[src/rtl/fifo_rd_packer_if.sv]
// FIFO read-port and packed-beat output bundle for fifo_rd_packer.
// master = packer side (drives r_en and the beat), slave = FIFO/downstream side.
interface fifo_rd_packer_if #(
    parameter int DSIZE = 8,
    parameter int RATIO = 4
);
    logic                   r_ok;
    logic [DSIZE-1:0]       rdata;
    logic                   r_en;
    logic                   out_valid;
    logic                   out_ready;
    logic [DSIZE*RATIO-1:0] out_data;
    logic [RATIO-1:0]       out_keep;
    logic                   out_last;

    modport master (
        input  r_ok, rdata, out_ready,
        output r_en, out_valid, out_data, out_keep, out_last
    );

    modport slave (
        output r_ok, rdata, out_ready,
        input  r_en, out_valid, out_data, out_keep, out_last
    );
endinterface

[src/rtl/fifo_rd_packer.sv]
// Packs RATIO FIFO words into one beat; out_valid rises the cycle after the RATIO-th take.
// Backpressure: r_en drops while a beat is held (out_valid & ~out_ready) or a flush is pending.
module fifo_rd_packer #(
    parameter int DSIZE = 8,
    parameter int RATIO = 4,
    parameter int CSIZE = 16
) (
    input  logic             rclk,
    input  logic             rst_n,
    input  logic             flush,
    fifo_rd_packer_if.master bus,
    output logic [CSIZE-1:0] beat_cnt
);
    localparam int WW = (RATIO > 1) ? $clog2(RATIO) : 1;
    localparam logic [WW-1:0] LAST_SLOT = WW'(RATIO - 1);

    logic [WW-1:0]          wcnt;
    logic [DSIZE*RATIO-1:0] asm_dat;
    logic [RATIO-1:0]       asm_keep;
    logic                   flush_pend;
    logic                   out_valid_q;
    logic [DSIZE*RATIO-1:0] out_data_q;
    logic [RATIO-1:0]       out_keep_q;
    logic                   out_last_q;

    logic                   slot_free;
    logic                   take;
    logic                   out_fire;
    logic                   close_full;
    logic                   close_flush;
    logic [DSIZE*RATIO-1:0] asm_dat_nxt;
    logic [RATIO-1:0]       asm_keep_nxt;

    assign slot_free = ~out_valid_q | bus.out_ready;
    assign bus.r_en  = slot_free & ~flush_pend;
    assign take      = bus.r_ok & bus.r_en;
    assign out_fire  = out_valid_q & bus.out_ready;

    // A flush can only close a beat when the output register is free this edge;
    // a pending flush closes on the edge its blocking beat fires.
    assign close_full  = take & (wcnt == LAST_SLOT);
    assign close_flush = slot_free & (flush | flush_pend) & ((wcnt != '0) | take);

    always_comb begin
        asm_dat_nxt  = asm_dat;
        asm_keep_nxt = asm_keep;
        if (take) begin
            asm_dat_nxt[wcnt*DSIZE +: DSIZE] = bus.rdata;
            asm_keep_nxt[wcnt]               = 1'b1;
        end
    end

    always_ff @(posedge rclk or negedge rst_n) begin
        if (!rst_n) begin
            wcnt        <= '0;
            asm_dat     <= '0;
            asm_keep    <= '0;
            flush_pend  <= 1'b0;
            out_valid_q <= 1'b0;
            out_data_q  <= '0;
            out_keep_q  <= '0;
            out_last_q  <= 1'b0;
            beat_cnt    <= '0;
        end else begin
            if (out_fire) begin
                beat_cnt    <= beat_cnt + 1'b1;
                out_valid_q <= 1'b0;
            end

            if (close_full || close_flush) begin
                out_data_q  <= asm_dat_nxt;
                out_keep_q  <= asm_keep_nxt;
                out_last_q  <= close_flush;
                out_valid_q <= 1'b1;
                asm_dat     <= '0;
                asm_keep    <= '0;
                wcnt        <= '0;
            end else begin
                asm_dat  <= asm_dat_nxt;
                asm_keep <= asm_keep_nxt;
                if (take) wcnt <= wcnt + 1'b1;
            end

            if (out_fire)
                flush_pend <= 1'b0;
            else if (flush && out_valid_q && !bus.out_ready)
                flush_pend <= 1'b1;
        end
    end

    assign bus.out_valid = out_valid_q;
    assign bus.out_data  = out_data_q;
    assign bus.out_keep  = out_keep_q;
    assign bus.out_last  = out_last_q;
endmodule
[src/flat_wrapper.sv]
// flat-port wrapper written by rule: the top's interface ports become plain ports
module fifo_rd_packer_flat 
#(
    parameter int DSIZE = 8,
    parameter int RATIO = 4,
    parameter int CSIZE = 16
)
  (rclk, rst_n, flush, beat_cnt, bus_r_ok, bus_rdata, bus_out_ready, bus_r_en, bus_out_valid, bus_out_data, bus_out_keep, bus_out_last);
  fifo_rd_packer_if #(.DSIZE(DSIZE), .RATIO(RATIO)) bus_i ();
  input  logic rclk;
  input  logic rst_n;
  input  logic flush;
  output logic [CSIZE-1:0] beat_cnt;
  input wire logic [$bits(bus_i.r_ok)-1:0] bus_r_ok;
  input wire logic [$bits(bus_i.rdata)-1:0] bus_rdata;
  input wire logic [$bits(bus_i.out_ready)-1:0] bus_out_ready;
  output wire logic [$bits(bus_i.r_en)-1:0] bus_r_en;
  output wire logic [$bits(bus_i.out_valid)-1:0] bus_out_valid;
  output wire logic [$bits(bus_i.out_data)-1:0] bus_out_data;
  output wire logic [$bits(bus_i.out_keep)-1:0] bus_out_keep;
  output wire logic [$bits(bus_i.out_last)-1:0] bus_out_last;
  assign bus_i.r_ok = bus_r_ok;
  assign bus_i.rdata = bus_rdata;
  assign bus_i.out_ready = bus_out_ready;
  assign bus_r_en = bus_i.r_en;
  assign bus_out_valid = bus_i.out_valid;
  assign bus_out_data = bus_i.out_data;
  assign bus_out_keep = bus_i.out_keep;
  assign bus_out_last = bus_i.out_last;
  fifo_rd_packer #(.DSIZE(DSIZE), .RATIO(RATIO), .CSIZE(CSIZE)) u_core (.rclk(rclk), .rst_n(rst_n), .flush(flush), .bus(bus_i), .beat_cnt(beat_cnt));
endmodule
[config.mk]
export PLATFORM = sky130hd
export DESIGN_NAME = fifo_rd_packer_flat
export DESIGN_NICKNAME = d
export VERILOG_FILES = /design/src/rtl/fifo_rd_packer_if.sv /design/src/rtl/fifo_rd_packer.sv /design/src/flat_wrapper.sv
export SDC_FILE = /design/constraint.sdc
export NUM_CORES = 1
export LEC_CHECK = 0
export CORE_MARGIN = 3
export CORE_UTILIZATION = 40
export CTS_CLUSTER_DIAMETER = 120
export CTS_CLUSTER_SIZE = 28
export DETAILED_ROUTE_END_ITERATION = 10
export SYNTH_ARGS = -nofsm -noshare
export SYNTH_HDL_FRONTEND = slang
export SYNTH_SLANG_ARGS = --single-unit
[constraint.sdc]
create_clock -name rclk -period 2.2 [get_ports rclk]
set_input_delay 0.22 -clock rclk [delete_from_list [all_inputs] [get_ports rclk]]
set_output_delay 0.22 -clock rclk [all_outputs]
set_load 0.01 [all_outputs]
==> results of run 1 <==
[Yosys cell counts (2+ instances only)]
| master | count |
|---|---|
| nor2_1 | 26 |
| buf_6 | 3 |
| a21o_1 | 2 |
| ha_1 | 9 |
| buf_2 | 7 |
| a21oi_1 | 22 |
| buf_4 | 2 |
| and4_1 | 3 |
| and2_1 | 4 |
| nand2_1 | 23 |
| xnor2_1 | 13 |
| mux2i_1 | 28 |
| xor2_1 | 3 |
| dfrtp_1 | 93 |
| nand4_1 | 11 |
| inv_1 | 22 |
| and3_1 | 6 |
| nand2b_1 | 2 |
| a31oi_1 | 16 |
| a211oi_1 | 16 |
| a22oi_1 | 8 |
| nor2b_1 | 3 |
| clkbuf_1 | 3 |
| nand3_1 | 18 |
[registers in the layout (all words and copies together) (netlist names)]
name / flops
u_core.bus.out_keep: 4
u_core.asm_dat: 32
u_core.asm_keep: 4
u_core.bus.out_valid: 1
u_core.beat_cnt: 16
u_core.flush_pend: 1
u_core.wcnt: 2
u_core.bus.out_data: 32
u_core.bus.out_last: 1
[routing by layer]
layer	global-route usage [%]	share of wire [%]
met3	3.22	5.1
met4	5.66	1.6
met1	23.6	47
met5	0	0
met2	26.4	47
[power groups by stage]
stage / Sequential [W] / Clock [W] / Combinational (W)
after floorplan: 0.00251 / 0 / 0.00131
after global placement: 0.00238 / 0 / 0.00262
after detailed placement: 0.00239 / 0 / 0.00264
after CTS: 0.00236 / 0.00142 / 0.00266
after global routing: 0.00241 / 0.00148 / 0.00288
final: 0.00235 / 0.00138 / 0.00263
[cells by family (layout without fill, tap and decap cells)]
family	count (synthesis)	in the layout	share of synthesized area [%]
AOI/OAI and AO/OA	66	66	10.5
xor gates and xnor gates	16	16	3.47
adders and majority gates	9	9	2.79
buffers and inverters	38	130	4.52
DFF	93	93	57.6
muxes	29	29	7.22
and+or+nand+nor	106	106	13.9
[worst reg2reg max path: cells and delay by family, from the launching register on]
| kind | cells | cell delay, ps |
|---|---|---|
| compound gates | 2 | 640 |
| flops | 1 | 350 |
| buf+inv | 2 | 320 |
| fa+ha+maj | 1 | 310 |
| mux | 1 | 210 |
[area by class of cell]
| class | instances | area (um^2) |
|---|---|---|
| clock buffers | 11 | 141 |
| clock inverters | 5 | 106 |
| fillers | 893 | 4540 |
| inverters | 22 | 82.6 |
| multi-input cells | 226 | 1530 |
| flip-flops and latches | 93 | 2330 |
| well taps | 133 | 166 |
| repair buffers | 92 | 883 |
[how the worst max path moves through the flow]
stage / depth (start not counted) / slack [ps] / end
6_report: 6 / 300 / u_core.bus.out_data[2]
2_1_floorplan: 6 / 300 / u_core.bus.out_data[26]
3_5_place_dp: 6 / 110 / u_core.bus.out_data[2]
5_1_grt: 6 / 80 / u_core.bus.out_data[27]
3_3_place_gp: 5 / 150 / u_core.bus.out_data[5]
4_1_cts: 6 / 270 / u_core.bus.out_data[2]
[what timing repair did]
item	4_1_cts	5_1_grt
hold endpoints to repair	32	0
hold buffers	1	0
setup endpoints to repair	0	0
[per-stage QoR]
| stage | power [W] | util, % | worst slack [ps] | area [um^2] | hold WS (ps) |
|---|---|---|---|---|---|
| finish | 0.00635 | 53.6 | 298 | 5240 | 339 |
| global route | 0.00676 | 53.6 | 82.3 | 5240 | 369 |
| CTS | 0.00643 | 53.6 | 271 | 5240 | 350 |
| detailed placement | 0.00503 | 50.9 | 113 | 4980 | 198 |
| global placement | 0.00500 | 50.9 | 148 | 4980 | 194 |
| floorplan | 0.00383 | - | 300 | 4040 | -75.6 |
==> metrics.md, run 1 <==
| Metric | Value |
|---|---|
| Most frequent cells in the layout | 93 x dfrtp_1, 66 x clkdlybuf4s50_1, 28 x mux2i_1, 26 x nor2_1 |
| Syn nets | 379 |
| Worst EP required | 2470 ps |
| Synth Instances | 357 |
| Post-CTS Setup Repair Bufs | 0 |
| Placer Congestion | 0.768 |
| Crit-path slowest cell | a21o_2 |
| WL per Instance | 15.5 um |
| Pint | 0.00421 W |
| First drt pass iteration count | 4 |
| Part of the Yosys area used for sequential elements | 57.6% |
| Post-synth top flop | dfrtp_1 |
| Post-cts resize count | 0 |
| Area grow syn2layout | 29.7% |
| Layout Nets | 466 |
| Final setup TNS | 0 ps |
| Comb pwr share | 41.3% |
| WS Path Type | reg2reg |
| Final max-slew violation count | 0 |
| Delay-heaviest family, CP | compound AO/OA/AOI/OAI gates |
| Clock Sinks | 93 |
| Dpl cells | 565 |
| Pin count of the biggest net entering global routing | 62 |
| CP Buf/Inv Count | 2 |
| Crit-path max FO | 16 |
| Clk buf depth | 2 |
| Worst setup startpoint | u_core.wcnt[0] |
| Crit-path cells | inv_1 -> ha_1 -> a211oi_2 -> a21o_2 -> buf_4 -> mux2i_1 |
| Yosys top cell by area | dfrtp_1 |
| Slew at the pin closest to its max-slew limit | 472 ps |
| Post-route ant nets | 0 |
| Max H-tree Level | 3 |
| Die area | 11300 um^2 |
| Sw Share | 33.7% |
| Avg Cell Area, Syn | 11.3 um^2 |
| Slew headroom | 68.4% |
| Residual DRC | 0 |
| Worst stage delay on the critical path | 400 ps |
| Synth top area cells | dfrtp_1 58%, mux2i_1 6.9%, a211oi_1 3.0%, xnor2_1 2.8%, ha_1 2.8% |
| Io pins | 68 |
| Share of cells above drive strength 1 | 10.7% |
| Final setup violation count | 0 |
| HP Class | in2async |
| Critical R2R Launch | u_core.wcnt[0] |
| Clock power frac | 21.7% |
| Net Sw Power | 0.00214 W |
| Post-DP HPWL | 6260 um |
| Flop pwr share | 37.0% |
| Status | completed |
| Worst skew pair latency | 350 ps |
| Non-Filler Instances | 582 |
| #FFs+latches synth | 93 |
| Yosys cell types | 38 |
| Crit. End Element | flip-flop |
| Port Buf Inserts | 67 |
| Worst reg-to-reg setup slack | 300 ps |
| VDD IR max | 0.000678 V |
| Final Hold Fails | 0 |
| Synth Warn # | 0 |
| Die W | 106 um |
| Crit path launch type | flip-flop |
| Initial Utilization | 41.3% |
| FF-to-FF End | u_core.bus.out_data[2] |
| Via count | 2961 |
| Row count | 36 |
| Synth top area share | 57.6% |
| Die Y | 106 um |
| First-pass GRT wire length | 15000 um |
| Global route total overflow | 0 |
| Fmax | 526 MHz |
| Initial antenna violation count | 0 |
| CTS buffer count | 9 |
| Routed vias/inst | 5.09 |
| Vias in the first global route | 2925 |
| Worst-path clk slew | 90 ps |
| Commonest non-fill, non-tap cell in the layout | dfrtp_1 |
| Number of synthesized flops with an enable pin | 0 |
| R2R depth | 6 |
| Tot GR Track Use | 16.8% |
| Initial DRC count | 122 |
| Synthesized cell area | 4040 um^2 |
| Final min period | 1900 ps |
| ANT cells | 0 |
| Leakage power total | 2.35 nW |
| Post-synth ARST share | 100% |
| WL final | 9000 um |
| Core area | 9770 um^2 |
| Final Skew | 5.93 ps |
| Crit path DAT | 2170 ps |
| Period utilization | 86.4% |
| CTS tree | done |
| Clock root buffer master | clkbuf_8 |
| Power Dens Cells | 1210 nW/um^2 |
| RSZ-0062 raised after global routing | false |
| Maxcap violations | 0 |
(Power assumes the default switching activity.)
==> run 2: changes to the inputs <==
- CORE_MARGIN: 3 -> 2
- clock period: 2.2 -> 1.8 ns (I/O delays scaled with it)
==> run 2 against run 1 <==
  * Count of clock-buffer cells in the layout fell by 1
  * Sequential cell count stayed put
  * Largest cell class unchanged
  * Combinational power up 26%
  * Fmax is 13% higher
  * Clock skew up 2.8 ps
==> metrics.md, run 2 (synthesis results as in run 1) <==
| Metric | Value |
|---|---|
| Tot GR Track Use | 17.4% (was 16.8%) |
| Delay-heaviest family, CP | flip-flops (was compound AO/OA/AOI/OAI gates) |
| Worst-path clk slew | 90 ps (about the same) |
| Core area | 9770 um^2 (unchanged) |
| Final setup violation count | 0 (unchanged) |
| Crit-path cells | inv_2 -> ha_1 -> nand4bb_1 -> nor3_4 -> buf_12 -> a22oi_1 -> mux2i_1 (was inv_1 -> ha_1 -> a211oi_2 -> a21o_2 -> buf_4 -> mux2i_1) |
| Row count | 36 (unchanged) |
| Global route total overflow | 0 (unchanged) |
| RSZ-0062 raised after global routing | false (unchanged) |
| Placer Congestion | 0.784 (was 0.768) |
| Dpl cells | 567 (was 565) |
| Io pins | 68 (unchanged) |
| Worst skew pair latency | 360 ps (was 350 ps) |
| WL final | 9210 um (was 9000 um) |
| Post-route ant nets | 0 (unchanged) |
| ANT cells | 0 (unchanged) |
| WS Path Type | reg2reg (unchanged) |
| Crit-path slowest cell | dfrtp_2 (was a21o_2) |
| Status | completed (unchanged) |
| HP Class | in2async (unchanged) |
| Placed Area | 5020 um^2 (was 4980 um^2) |
| Max H-tree Level | 3 (unchanged) |
| Slew at the pin closest to its max-slew limit | 543 ps (was 472 ps) |
| Crit path DAT | 1960 ps (was 2170 ps) |
| Area grow syn2layout | 31.4% (was 29.7%) |
| Die area | 10900 um^2 (was 11300 um^2) |
| Power Dens Cells | 1430 nW/um^2 (was 1210 nW/um^2) |
| Design area | 5310 um^2 (was 5240 um^2) |
| VDD IR max | 0.000642 V (was 0.000678 V) |
| Critical R2R Launch | u_core.wcnt[0] (unchanged) |
| Initial DRC count | 107 (was 122) |
| Final max-slew violation count | 0 (unchanged) |
| GR Util met2 | 25.1% (was 26.4%) |
| Share of cells above drive strength 1 | 13.2% (was 10.7%) |
| Layout Nets | 471 (was 466) |
| Worst EP required | 2080 ps (was 2470 ps) |
| Maxcap violations | 0 (unchanged) |
| Vias in the first global route | 2856 (was 2925) |
| Initial antenna violation count | 0 (unchanged) |
| WL per Instance | 15.7 um (was 15.5 um) |
| Fill cells | 902 (was 893) |
| Port Buf Inserts | 67 (unchanged) |
| Leakage power total | 2.37 nW (was 2.35 nW) |
| Clock Sinks | 93 (unchanged) |
| Period utilization | 93.3% (was 86.4%) |
| Initial Utilization | 41.3% (unchanged) |
| Crit-path max FO | 8 (was 16) |
| Via count | 2956 (was 2961) |
| Worst stage delay on the critical path | 420 ps (was 400 ps) |
| Met1 layer usage reported by global route | 26.0% (was 23.6%) |
| Final min period | 1680 ps (was 1900 ps) |
| Final Hold Fails | 0 (unchanged) |
| Hold WS | 339 ps (about the same) |
| Met3 GRT Util | 3.07% (was 3.22%) |
| Clock root buffer master | clkbuf_8 (unchanged) |
| Non-Filler Instances | 587 (was 582) |
| Crit path launch type | flip-flop (unchanged) |
| Post-DP HPWL | 6370 um (was 6260 um) |
| First drt pass iteration count | 4 (unchanged) |
| Most frequent cells in the layout | 92 x dfrtp_1, 65 x clkdlybuf4s50_1, 28 x mux2i_1, 26 x nor2_1, 25 x buf_4 (was 93 x dfrtp_1, 66 x clkdlybuf4s50_1, 28 x mux2i_1, 26 x nor2_1) |
| Commonest non-fill, non-tap cell in the layout | dfrtp_1 (unchanged) |
| Final Skew | 8.73 ps (was 5.93 ps) |
| Routed vias/inst | 5.04 (was 5.09) |
| CTS buffer count | 9 (unchanged) |
| GR peak layer | met1 (was met2) |
| Final setup TNS | 0 ps (unchanged) |
| Die Y | 104 um (was 106 um) |
| FF-to-FF End | u_core.bus.out_data[5] (was u_core.bus.out_data[2]) |
| First-pass GRT wire length | 15000 um (about the same) |
| Area of the multi-input gates | 1570 um^2 (was 1530 um^2) |
| Pin count of the biggest net entering global routing | 43 (was 62) |
| Fmax | 595 MHz (was 526 MHz) |
| Residual DRC | 0 (unchanged) |
| CP Buf/Inv Count | 2 (unchanged) |
| R2R depth | 7 (was 6) |
| Die W | 104 um (was 106 um) |
| Crit. End Element | flip-flop (unchanged) |
| Reg area | 2330 um^2 (about the same) |
| Slew headroom | 63.8% (was 68.4%) |
| Clk buf depth | 2 (unchanged) |
| Worst reg-to-reg setup slack | 120 ps (was 300 ps) |
| CTS tree | done (unchanged) |
-- run 2: cell count changes in the layout (fill, tap and decap cells not counted), moves of 2 or more --
cell | previous run | this run
clkinv_4 | 0 | 2
inv_1 | 22 | 20
bufinv_16 | 3 | 1
inv_2 | 0 | 2
buf_4 | 23 | 25
buf_12 | 2 | 5
nor2b_1 | 3 | 1
-- run 2: metrics by stage --
step / total power, W / utilization [%] / worst slack [ps]
floorplan: 0.00469 / - / 20.6
global placement: 0.00605 / 51.4 / -70.6
detailed placement: 0.00610 / 51.4 / -122
CTS: 0.00757 / 53.8 / 17.1
global route: 0.00808 / 54.3 / 27.3
finish: 0.00758 / 54.3 / 120
-- run 2: layer usage --
| metal | routed length, um | share of wire, % |
|---|---|---|
| met1 | 4540 | 49 |
| met2 | 4180 | 45 |
| met3 | 356 | 3.9 |
| met4 | 133 | 1.4 |
| met5 | 0 | 0 |
-- run 2: where the power goes --
| group | total, W | switching, W | internal (W) |
|---|---|---|---|
| logic | 0.00331 | 0.00166 | 0.00165 |
| registers | 0.00287 | 0.000292 | 0.00258 |
| clock network | 0.00141 | 0.000756 | 0.000652 |
| total | 0.00758 | 0.00271 | 0.00488 |
-- run 2: worst max-delay path by stage --
stage              startpoint                      end  slack (ps)  depth (start not counted)
3_5_place_dp   u_core.wcnt[0]   u_core.bus.out_data[5]        -120                          6
5_1_grt        u_core.wcnt[0]   u_core.bus.out_data[2]          30                          7
6_report       u_core.wcnt[0]   u_core.bus.out_data[5]         120                          7
3_3_place_gp         bus_r_ok   u_core.bus.out_data[6]         -70                          6
2_1_floorplan  u_core.wcnt[0]  u_core.bus.out_data[16]          20                          5
4_1_cts        u_core.wcnt[0]   u_core.bus.out_data[2]          20                          7
-- run 2: cell type report --
class	instances	area share, %
clock inverters	6	1.34
clock buffers	10	2.41
flip-flops and latches	93	43.9
repair buffers	97	18.1
inverters	22	1.56
well taps	133	3.14
multi-input cells	226	29.6
-- run 2: what timing repair did --
action | CTS | global route
pin swaps | 1 | 3
endpoints found under the hold margin | 38 | 0
hold buffers | 1 | 0
setup buffers | 1 | 2
gates resized for setup | 2 | 8
setup endpoints to repair | 21 | 34
